File: src/rtl/sync_fifo_param_if.sv
// rtl/sync_fifo_param_if.sv - producer/consumer handshake bundle for sync_fifo_param
interface sync_fifo_param_if #(
    parameter int DATA_W = 8,
    parameter int DEPTH  = 16
);
    localparam int CNT_W = $clog2(DEPTH + 1);

    logic              clear;
    logic              wr;
    logic [DATA_W-1:0] data_in;
    logic              rd;
    logic [DATA_W-1:0] data_out;
    logic              full;
    logic              empty;
    logic              almost_full;
    logic              almost_empty;
    logic [CNT_W-1:0]  count;
    logic              overflow;
    logic              underflow;

    modport master (
        output clear, wr, data_in, rd,
        input  data_out, full, empty, almost_full, almost_empty, count, overflow, underflow
    );

    modport slave (
        input  clear, wr, data_in, rd,
        output data_out, full, empty, almost_full, almost_empty, count, overflow, underflow
    );
endinterface

File: src/rtl/sync_fifo_param.sv
// rtl/sync_fifo_param.sv - parametrised single-clock FIFO with flags, flush and optional FWFT
module sync_fifo_param #(
    parameter int DATA_W   = 8,
    parameter int DEPTH    = 16,
    parameter int AF_LEVEL = 12,
    parameter int AE_LEVEL = 4,
    parameter int FWFT     = 0
) (
    input  logic            clock,
    input  logic            rst,
    sync_fifo_param_if.slave bus
);
    localparam int CNT_W = $clog2(DEPTH + 1);
    localparam int PTR_W = $clog2(DEPTH);

    logic [DATA_W-1:0] mem [DEPTH];
    logic [PTR_W-1:0]  wr_ptr;
    logic [PTR_W-1:0]  rd_ptr;
    logic [CNT_W-1:0]  count_q;
    logic [CNT_W-1:0]  count_nxt;
    logic              full_q;
    logic              empty_q;
    logic              af_q;
    logic              ae_q;
    logic              ovf_q;
    logic              unf_q;
    logic              rd_ok;
    logic              wr_ok;

    function automatic logic [PTR_W-1:0] next_ptr(input logic [PTR_W-1:0] p);
        return (p == PTR_W'(DEPTH - 1)) ? '0 : p + PTR_W'(1);
    endfunction

    // A full FIFO still takes a write when the same cycle pops the head.
    always_comb begin
        rd_ok     = bus.rd & ~empty_q;
        wr_ok     = bus.wr & (~full_q | rd_ok);
        count_nxt = count_q;
        if (bus.clear)
            count_nxt = '0;
        else if (wr_ok & ~rd_ok)
            count_nxt = count_q + CNT_W'(1);
        else if (rd_ok & ~wr_ok)
            count_nxt = count_q - CNT_W'(1);
    end

    always_ff @(posedge clock or negedge rst) begin
        if (!rst) begin
            wr_ptr  <= '0;
            rd_ptr  <= '0;
            count_q <= '0;
            full_q  <= 1'b0;
            empty_q <= 1'b1;
            af_q    <= 1'b0;
            ae_q    <= 1'b1;
            ovf_q   <= 1'b0;
            unf_q   <= 1'b0;
        end else begin
            count_q <= count_nxt;
            full_q  <= (count_nxt == CNT_W'(DEPTH));
            empty_q <= (count_nxt == '0);
            af_q    <= (count_nxt >= CNT_W'(AF_LEVEL));
            ae_q    <= (count_nxt <= CNT_W'(AE_LEVEL));
            if (bus.clear) begin
                wr_ptr <= '0;
                rd_ptr <= '0;
                ovf_q  <= 1'b0;
                unf_q  <= 1'b0;
            end else begin
                if (wr_ok) wr_ptr <= next_ptr(wr_ptr);
                if (rd_ok) rd_ptr <= next_ptr(rd_ptr);
                ovf_q <= bus.wr & ~wr_ok;
                unf_q <= bus.rd & ~rd_ok;
            end
        end
    end

    // Storage is not reset; rst gating keeps a write from landing while reset is held.
    always_ff @(posedge clock) begin
        if (rst && wr_ok && !bus.clear)
            mem[wr_ptr] <= bus.data_in;
    end

    generate
        if (FWFT != 0) begin : g_fwft
            assign bus.data_out = empty_q ? '0 : mem[rd_ptr];
        end else begin : g_std
            logic [DATA_W-1:0] dout_q;
            always_ff @(posedge clock or negedge rst) begin
                if (!rst)
                    dout_q <= '0;
                else if (rd_ok && !bus.clear)
                    dout_q <= mem[rd_ptr];
            end
            assign bus.data_out = dout_q;
        end
    endgenerate

    assign bus.count        = count_q;
    assign bus.full         = full_q;
    assign bus.empty        = empty_q;
    assign bus.almost_full  = af_q;
    assign bus.almost_empty = ae_q;
    assign bus.overflow     = ovf_q;
    assign bus.underflow    = unf_q;
endmodule

File: src/flat_wrapper.sv
// flat-port wrapper written by rule: the top's interface ports become plain ports
module sync_fifo_param_flat 
#(
    parameter int DATA_W   = 8,
    parameter int DEPTH    = 16,
    parameter int AF_LEVEL = 12,
    parameter int AE_LEVEL = 4,
    parameter int FWFT     = 0
)
  (clock, rst, bus_clear, bus_wr, bus_data_in, bus_rd, bus_data_out, bus_full, bus_empty, bus_almost_full, bus_almost_empty, bus_count, bus_overflow, bus_underflow);
  sync_fifo_param_if #(.DATA_W(DATA_W), .DEPTH(DEPTH)) bus_i ();
  input  logic clock;
  input  logic rst;
  input wire logic [$bits(bus_i.clear)-1:0] bus_clear;
  input wire logic [$bits(bus_i.wr)-1:0] bus_wr;
  input wire logic [$bits(bus_i.data_in)-1:0] bus_data_in;
  input wire logic [$bits(bus_i.rd)-1:0] bus_rd;
  output wire logic [$bits(bus_i.data_out)-1:0] bus_data_out;
  output wire logic [$bits(bus_i.full)-1:0] bus_full;
  output wire logic [$bits(bus_i.empty)-1:0] bus_empty;
  output wire logic [$bits(bus_i.almost_full)-1:0] bus_almost_full;
  output wire logic [$bits(bus_i.almost_empty)-1:0] bus_almost_empty;
  output wire logic [$bits(bus_i.count)-1:0] bus_count;
  output wire logic [$bits(bus_i.overflow)-1:0] bus_overflow;
  output wire logic [$bits(bus_i.underflow)-1:0] bus_underflow;
  assign bus_i.clear = bus_clear;
  assign bus_i.wr = bus_wr;
  assign bus_i.data_in = bus_data_in;
  assign bus_i.rd = bus_rd;
  assign bus_data_out = bus_i.data_out;
  assign bus_full = bus_i.full;
  assign bus_empty = bus_i.empty;
  assign bus_almost_full = bus_i.almost_full;
  assign bus_almost_empty = bus_i.almost_empty;
  assign bus_count = bus_i.count;
  assign bus_overflow = bus_i.overflow;
  assign bus_underflow = bus_i.underflow;
  sync_fifo_param #(.DATA_W(DATA_W), .DEPTH(DEPTH), .AF_LEVEL(AF_LEVEL), .AE_LEVEL(AE_LEVEL), .FWFT(FWFT)) u_core (.clock(clock), .rst(rst), .bus(bus_i));
endmodule
File: config.mk
export PLATFORM = sky130hd
export DESIGN_NAME = sync_fifo_param_flat
export DESIGN_NICKNAME = d
export VERILOG_FILES = /design/src/rtl/sync_fifo_param_if.sv /design/src/rtl/sync_fifo_param.sv /design/src/flat_wrapper.sv
export SDC_FILE = /design/constraint.sdc
export NUM_CORES = 1
export LEC_CHECK = 0
export BUFFER_PORTS_ARGS = -buffer_cell sky130_fd_sc_hd__buf_2
export CORE_MARGIN = 8
export CORE_UTILIZATION = 30
export CTS_CLUSTER_DIAMETER = 120
export DETAILED_ROUTE_END_ITERATION = 10
export PLACE_DENSITY = 0.55
export SYNTH_ARGS = -nofsm -noshare
export SYNTH_HDL_FRONTEND = slang
export SYNTH_SLANG_ARGS = --single-unit
File: constraint.sdc
create_clock -name clock -period 5.1 [get_ports clock]
set_clock_uncertainty 0.2 [all_clocks]
set_input_delay 1.02 -clock clock [delete_from_list [all_inputs] [get_ports clock]]
set_output_delay 1.02 -clock clock [all_outputs]
set_load 0.02 [all_outputs]
==> results of run 1 <==
[layout make-up]
cell class | instances | area [um2] | area share, %
Clock inverter | 15 | 173 | 2.35
Sequential cell | 155 | 4520 | 61.5
Clock buffer | 17 | 425 | 5.78
Multi-Input combinational cell | 218 | 1710 | 23.2
Tap cell | 275 | 344 | 4.68
Timing Repair Buffer | 33 | 170 | 2.31
Inverter | 5 | 18.8 | 0.255
[power breakdown]
| part | internal [mW] | total, mW | switching (mW) | leakage [nW] |
|---|---|---|---|---|
| Sequential | 1.44 | 1.52 | 0.0845 | 1.50 |
| Combinational | 0.178 | 0.453 | 0.274 | 0.672 |
| Clock | 0.701 | 1.26 | 0.558 | 0.289 |
[worst max path at each step]
stage	from	cells past startpoint	slack, ns	end
finish	rst	4	1.95	u_core.mem[1][7]
global route	rst	4	1.66	u_core.mem[2][2]
CTS	rst	4	1.86	u_core.mem[0][1]
detailed placement	rst	4	1.42	u_core.mem[0][4]
global placement	rst	4	1.57	u_core.mem[0][1]
floorplan	bus_rd	6	2.28	u_core.mem[0][0]
[metrics by stage]
stage	util [%]	hold WS, ns	instances
2_1_floorplan	-	0.338	398
3_3_place_gp	32.4	0.333	686
3_5_place_dp	32.4	0.313	686
4_1_cts	35.2	0.325	718
5_1_grt	35.2	0.361	718
6_report	35.2	0.332	718
[placed cells by master, fill, tap and decap left out, types with 2 or more instances in the layout]
cell type / netlist / final
edfxtp_1: 128 / 128
nor2_1: 32 / 32
buf_2: 9 / 31
nand2_1: 27 / 27
dfrtp_1: 25 / 24
a211oi_1: 21 / 21
nor2b_1: 18 / 18
mux2i_1: 18 / 18
mux4_2: 18 / 18
clkbuf_16: 0 / 17
nand3_1: 15 / 15
a21oi_1: 7 / 7
a22oi_1: 7 / 7
ha_1: 7 / 7
inv_8: 0 / 6
inv_1: 5 / 5
nand2b_1: 5 / 5
a31oi_1: 5 / 5
nor3_1: 5 / 5
and2_1: 3 / 3
o21ai_0: 3 / 3
xor2_1: 3 / 3
inv_6: 0 / 3
xnor2_1: 2 / 2
nor4_2: 2 / 2
a41oi_1: 2 / 2
nor3b_1: 2 / 2
mux2_2: 2 / 2
clkinv_4: 0 / 2
clkinvlp_4: 0 / 2
buf_4: 0 / 2
dfstp_2: 2 / 2
[flip-flops by register name, indices dropped and copies added, names as in the netlist, 4 cells and up]
signal	count
u_core.bus.data_out	8
u_core.bus.count	5
u_core.rd_ptr	4
u_core.wr_ptr	4
u_core.mem	128
[logic make-up after synthesis]
family,share of synthesized area (%)
AO/OA/AOI/OAI,5.51
XOR/XNOR,0.692
adder cells (fa/ha/maj),1.38
buffers and inverters,1.66
flip-flops,71.4
multiplexers,9.84
AND/OR/NAND/NOR,9.50
[tightest hold or removal path, cell delays in order (launching register included)]
cell and delay, ns:
dfstp_2 0.40, nand2_1 0.06, nor2_1 0.04
[layer usage]
metal	routed length (um)	share of wire [%]	vias to the layer above
li1	-	-	1597
met1	6090	44	1756
met2	7330	53	45
met3	271	1.9	16
met4	271	1.9	0
met5	0	0	-
==> summary.txt, run 1 <==
Floorplanning
  • I/O pin cnt: 32
  • Full die area: 0.0260 mm2
  • Initial core utilization: 30.3%
  • Core Footprint: 0.0209 mm2
  • Die height: 161 um
  • # rows: 53
  • Die W: 161 um

Worst setup path
  • Crit-path max FO: 28
  • Worst reg2reg path startpoint: u_core.rd_ptr[0]
  • Cells on worst reg2reg path: 6
  • Crit-path max cell delay: 0.85 ns
  • FF-to-FF setup slack: 2.34 ns
  • Reg-to-Reg End: u_core.bus.data_out[5]
  • CP required: 4.94 ns
  • Slowest CP cell: nor3_1
  • Critical path class: input pin to flip-flop
  • Worst setup SP type: input pin
  • CP cell instances: buf_2, and4b_1, nand2_1, nor3_1
  • CP top delay family: simple AND/OR/NAND/NOR gates
  • Crit end category: flip-flop
  • Buffers & Inverters on Critical Path: 1
  • CP arrival: 2.99 ns

Clock tree
  • Postcts setup bufs: 0
  • H-tree Lvls: 4
  • Clock sinks: 155
  • Maximum root-to-sink buffer count: 2
  • Post-CTS Resized: 0
  • Reg clk slew, reported paths: 0.07 ns
  • Root buffer cell: clkbuf_16
  • TritonCTS Buffers: 17
  • CTS tree: yes
  • # hold bufs at CTS: 0
  • Skew-Pair Late Insertion Delay: 0.42 ns

Synthesis
  • Synth Warn #: 0
  • Cells after Synth: 398
  • Post-synth net total: 418
  • Share of the synthesized area in the top cell type: 60.7%
  • Post-synth EDFFs: 128
  • Synth Cell Area: 0.00633 mm2
  • Most area-consuming cells after synthesis: edfxtp_1 (61%), dfrtp_1 (9.9%), mux4_2 (6.4%), mux2i_1 (2.8%), a211oi_1 (2.5%)
  • Synth async-reset ratio: 17.4%
  • Mean area per synthesized cell: 15.9 um2
  • Yosys reg bits: 155
  • Count leader, synth: edfxtp_1
  • Synth area leader: edfxtp_1
  • Synth top cells by count: edfxtp_1 (128), nor2_1 (32), nand2_1 (27)
  • Post-synthesis sequential area ratio: 71.4%
  • Prevailing post-synth register cell: edfxtp_1
  • Library cells used by synthesis: 42

Drt
  • Avg Vias per Cell: 4.75
  • Final WL: 14000 um
  • Post-DR wirelength/cell: 19.4 um
  • Detailed Routing Iterations Pass 1: 5
  • Vias post-DR: 3414
  • Routed Antenna Nets: 0
  • Residual DRC count: 0
  • Initial drt markers: 259

Global routing
  • Overflow after GRT: 0
  • Met2 usage: 19.4%
  • Met1 Use GR: 13.6%
  • Initial antenna violation count: 0
  • Gr busiest metal: met2
  • First-pass GRT wire length: 21800 um
  • GR Util All Layers: 11.2%
  • Largest net degree at the start of global routing: 45
  • Met3 Resource Use GR: 1.93%
  • Vias in the first global route: 3639

Timing
  • Slew @ Worst Pin: 1.09 ns
  • Worst Slack Setup Final: 1.95 ns
  • Final setup vio count: 0
  • RSZ-0062 raised after global routing: false
  • Max Slew Vio Count: 0
  • Worst slew margin: 27.4%
  • Fin Setup TNS: 0 ns
  • Final hold violations: 0
  • Fin crit share: 61.8%
  • Clock period minus worst slack: 3.15 ns
  • Peak Freq: 0.317 GHz

Cells and area
  • Layout area overhead: 16.2%
  • Design Area, Final: 0.00736 mm2
  • Final nets: 450
  • Number of antenna diodes: 0
  • Fillers: 1949
  • Fraction of layout cells with a size suffix above 1: 21.9%

Power and ir drop
  • Leakage power: 2.46 nW
  • Design Power: 3.23 mW
  • Peak supply drop: 0.220 mV
  • Pwr dens: 439 mW/mm2

Worst hold path
  • Hold Startpoint: u_core.bus.empty
  • Hold path cells: 2
  • Hold EP: u_core.bus.underflow
  • Worst hold path type: flip-flop to flip-flop

Place
  • DP Worst Slack: 1.42 ns
  • # port buffers: 31
  • GPL Wtd Cong: 0.849
  • Detail Placement HPWL: 9390 um
  • Post-DP Area: 0.00676 mm2

Job
  • Max-cap violations: 0

Status
  • Status: finished, final reports clean
(Power assumes the default switching activity.)
==> run 2: changes to the inputs <==
--- a/config.mk
+++ b/config.mk
@@ -5,12 +5,13 @@
 export SDC_FILE = /design/constraint.sdc
 export NUM_CORES = 1
 export LEC_CHECK = 0
+export ABC_AREA = 1
 export BUFFER_PORTS_ARGS = -buffer_cell sky130_fd_sc_hd__buf_2
 export CORE_MARGIN = 8
 export CORE_UTILIZATION = 30
 export CTS_CLUSTER_DIAMETER = 120
 export DETAILED_ROUTE_END_ITERATION = 10
-export PLACE_DENSITY = 0.55
+export PLACE_DENSITY = 0.56
 export SYNTH_ARGS = -nofsm -noshare
 export SYNTH_HDL_FRONTEND = slang
 export SYNTH_SLANG_ARGS = --single-unit
==> constraint.sdc (replaced) <==
create_clock -name clock -period 2.8 [get_ports clock]
set_clock_uncertainty 0.2 [all_clocks]
set_input_delay 0.56 -clock clock [delete_from_list [all_inputs] [get_ports clock]]
set_output_delay 0.56 -clock clock [all_outputs]
set_load 0.02 [all_outputs]
==> run 2 against run 1 <==
Worst hold slack got worse by 0.31 ns. Global-route usage increased by 1.4 points. Combinational power increased by 120%. Register-to-register slack got worse by 1.5 ns. Synthesized cell count increased by 42%. Clock power increased by 78%. Non-clock buffer count increased by 21. Routed wire length increased by 14%. Via count increased by 25%. Largest cell class unchanged. Highest routed layer unchanged.
==> summary.txt, run 2 <==
Worst setup path
  • Worst setup SP type: flip-flop
  • Critical path class: flip-flop to flip-flop
  • CP arrival: 2.18 ns (-0.81 ns)
  • Crit end category: flip-flop
  • Worst reg2reg path startpoint: u_core.rd_ptr[0]
  • CP required: 2.97 ns (-1.97 ns)
  • Crit-path max FO: 65 (+130%)
  • Origin of the worst setup path: u_core.rd_ptr[0]

Place
  • DP Worst Slack: 0.604 ns (-0.813 ns)
  • # port buffers: 31 (unchanged)
  • GPL Wtd Cong: 0.788 (-7.2%)
  • Detail Placement HPWL: 10600 um (+13%)

Power and ir drop
  • Pwr dens: 774 mW/mm2 (+76%)
  • Peak supply drop: 0.393 mV (+79%)
  • Leakage power: 2.94 nW (+19%)

Timing
  • Worst Slack Setup Final: 0.793 ns (-1.15 ns)
  • Final setup vio count: 0 (unchanged)
  • Fin Setup TNS: 0 ns (unchanged)
  • Clock period minus worst slack: 2.01 ns
  • Final hold violations: 0 (unchanged)
  • Fin crit share: 71.7%
  • Slew @ Worst Pin: 0.646 ns (-0.443 ns)
  • Max Slew Vio Count: 0 (unchanged)
  • Worst slew margin: 56.9% (+30 points)
  • Peak Freq: 0.498 GHz
  • RSZ-0062 raised after global routing: false

Global routing
  • Met2 usage: 19.9% (+0.51 points)
  • First-pass GRT wire length: 24900 um (+14%)
  • Largest net degree at the start of global routing: 66 (+47%)
  • Initial antenna violation count: 0 (unchanged)
  • Met3 Resource Use GR: 3.18% (+1.2 points)
  • Overflow after GRT: 0 (unchanged)
  • Met1 Use GR: 16.2% (+2.6 points)
  • Vias in the first global route: 4281 (+18%)
  • GR Util All Layers: 12.6% (+1.4 points)
  • Gr busiest metal: met2

Status
  • Status: finished, final reports clean

Synthesis
  • Post-synth net total: 587 (+40%)
  • Mean area per synthesized cell: 11.5 um2 (-28%)
  • Share of the synthesized area in the top cell type: 59.0% (-1.7 points)
  • Yosys reg bits: 155 (unchanged)
  • Library cells used by synthesis: 30 (-29%)
  • Count leader, synth: edfxtp_1
  • Synth Warn #: 0 (unchanged)
  • Post-synthesis sequential area ratio: 69.4% (-2.1 points)
  • Post-synth EDFFs: 128 (unchanged)
  • Cells after Synth: 567 (+42%)
  • Most area-consuming cells after synthesis: edfxtp_1 (59%), dfrtp_1 (9.6%), nand2_1 (7.3%), nor2_1 (4.1%), o21ai_0 (3.9%)
  • Prevailing post-synth register cell: edfxtp_1
  • Synth async-reset ratio: 17.4% (unchanged)
  • Synth top cells by count: edfxtp_1 (128), nand2_1 (126), nor2_1 (72)
  • Synth area leader: edfxtp_1
  • Synth Cell Area: 0.00652 mm2 (+3.0%)

Floorplanning
  • Die W: 163 um (+1.3%)
  • # rows: 54 (+1.9%)
  • I/O pin cnt: 32 (unchanged)
  • Core Footprint: 0.0216 mm2 (+3.2%)
  • Full die area: 0.0267 mm2 (+2.7%)
  • Die height: 163 um (+1.3%)
  • Initial core utilization: 30.3% (-0.064 points)

Cells and area
  • Most frequent cells in the layout: edfxtp_1 (128), nand2_1 (126), nor2_1 (72)
  • Final nets: 638 (+42%)
  • Max reg flops: 128 (unchanged)
  • Fraction of layout cells with a size suffix above 1: 16.6% (-5.3 points)
  • Layout area overhead: 17.2%
  • Most common cell after layout, fill and taps aside: edfxtp_1
  • Number of antenna diodes: 0 (unchanged)
  • Largest register by flop count: u_core.mem
  • Fillers: 2107 (+8.1%)

Drt
  • Final WL: 15900 um (+14%)
  • Vias post-DR: 4257 (+25%)
  • Routed Antenna Nets: 0 (unchanged)
  • Avg Vias per Cell: 4.67 (-1.7%)
  • Initial drt markers: 361 (+39%)
  • Residual DRC count: 0 (unchanged)
  • Detailed Routing Iterations Pass 1: 5 (unchanged)
  • Post-DR wirelength/cell: 17.4 um (-10%)

Clock tree
  • Postcts setup bufs: 0 (unchanged)
  • CTS tree: yes
  • Post-CTS Resized: 0 (unchanged)
  • TritonCTS Buffers: 17 (unchanged)
  • Clock sinks: 155 (unchanged)
  • Skew-Pair Late Insertion Delay: 0.43 ns (about the same)
  • Root buffer cell: clkbuf_16
  • Reg clk slew, reported paths: 0.06 ns (about the same)
  • H-tree Lvls: 4 (unchanged)
  • # hold bufs at CTS: 0 (unchanged)
  • Maximum root-to-sink buffer count: 2 (unchanged)

Worst hold path
  • Worst hold path type: input pin to asynchronous set/reset pin

Job
  • Max-cap violations: 0 (unchanged)
## run 2: kinds of logic after synthesis
group | Yosys count | synth area share (%)
AND/OR/NAND/NOR | 240 | 15.5
flip-flops | 155 | 69.4
AO/OA/AOI/OAI | 109 | 9.40
buffers and inverters | 52 | 3.84
adder cells (fa/ha/maj) | 7 | 1.34
XOR/XNOR | 4 | 0.537
## run 2: layer usage
metal	share of wire, %	up-vias
met5	0	-
met4	2.3	0
met3	5.4	15
met2	48	128
met1	44	2041
li1	-	2073
## run 2: worst max-delay path, cell delays in order, from the launching register on
cell,delay (ns)
dfrtp_2,0.36
buf_4,0.51
o21ai_0,0.20
o22ai_1,0.19
nand2_1,0.11
nand2_1,0.18
nand3_1,0.11
nand2_1,0.06
## run 2: cell type report
cell class                      instances  area, um2  share of cell area, %
Clock inverter                         13        144                   1.88
Clock buffer                           19        433                   5.67
Timing Repair Buffer                   54        328                   4.29
Inverter                               30        115                   1.51
Sequential cell                       155       4520                   59.2
Multi-Input combinational cell        360       1750                   22.9
Tap cell                              280        350                   4.58
## run 2: per-stage QoR
step / utilization (%) / hold slack (ns) / cells / cell area (um2) / power [mW]
3_5_place_dp: 32.8 / 0.262 / 879 / 7060 / 3.73
4_1_cts: 35.5 / 0.0314 / 911 / 7640 / 5.96
6_report: 35.5 / 0.0190 / 911 / 7640 / 5.91
2_1_floorplan: - / 0.0644 / 567 / 6520 / 3.38
3_3_place_gp: 32.8 / 0.262 / 879 / 7060 / 3.73
5_1_grt: 35.5 / 0.0449 / 911 / 7640 / 6.17
## run 2: worst paths after layout
kind	endpoint	slack (ns)	cells past startpoint
max in group asynchronous	u_core.bus.almost_empty	2.05	2
worst min register to register	u_core.bus.data_out[0]	0.28	2
min in group clock	u_core.bus.underflow	0.18	2
worst max-delay path	u_core.bus.data_out[5]	0.79	7
worst max register to register	u_core.bus.data_out[5]	0.79	7
worst min-delay path	u_core.bus.data_out[4]	0.02	2
## run 2: where the power goes
group	switching [mW]	total [mW]	internal, mW
Clock	0.926	2.24	1.32
Sequential	0.0744	2.68	2.61
Combinational	0.698	0.988	0.289
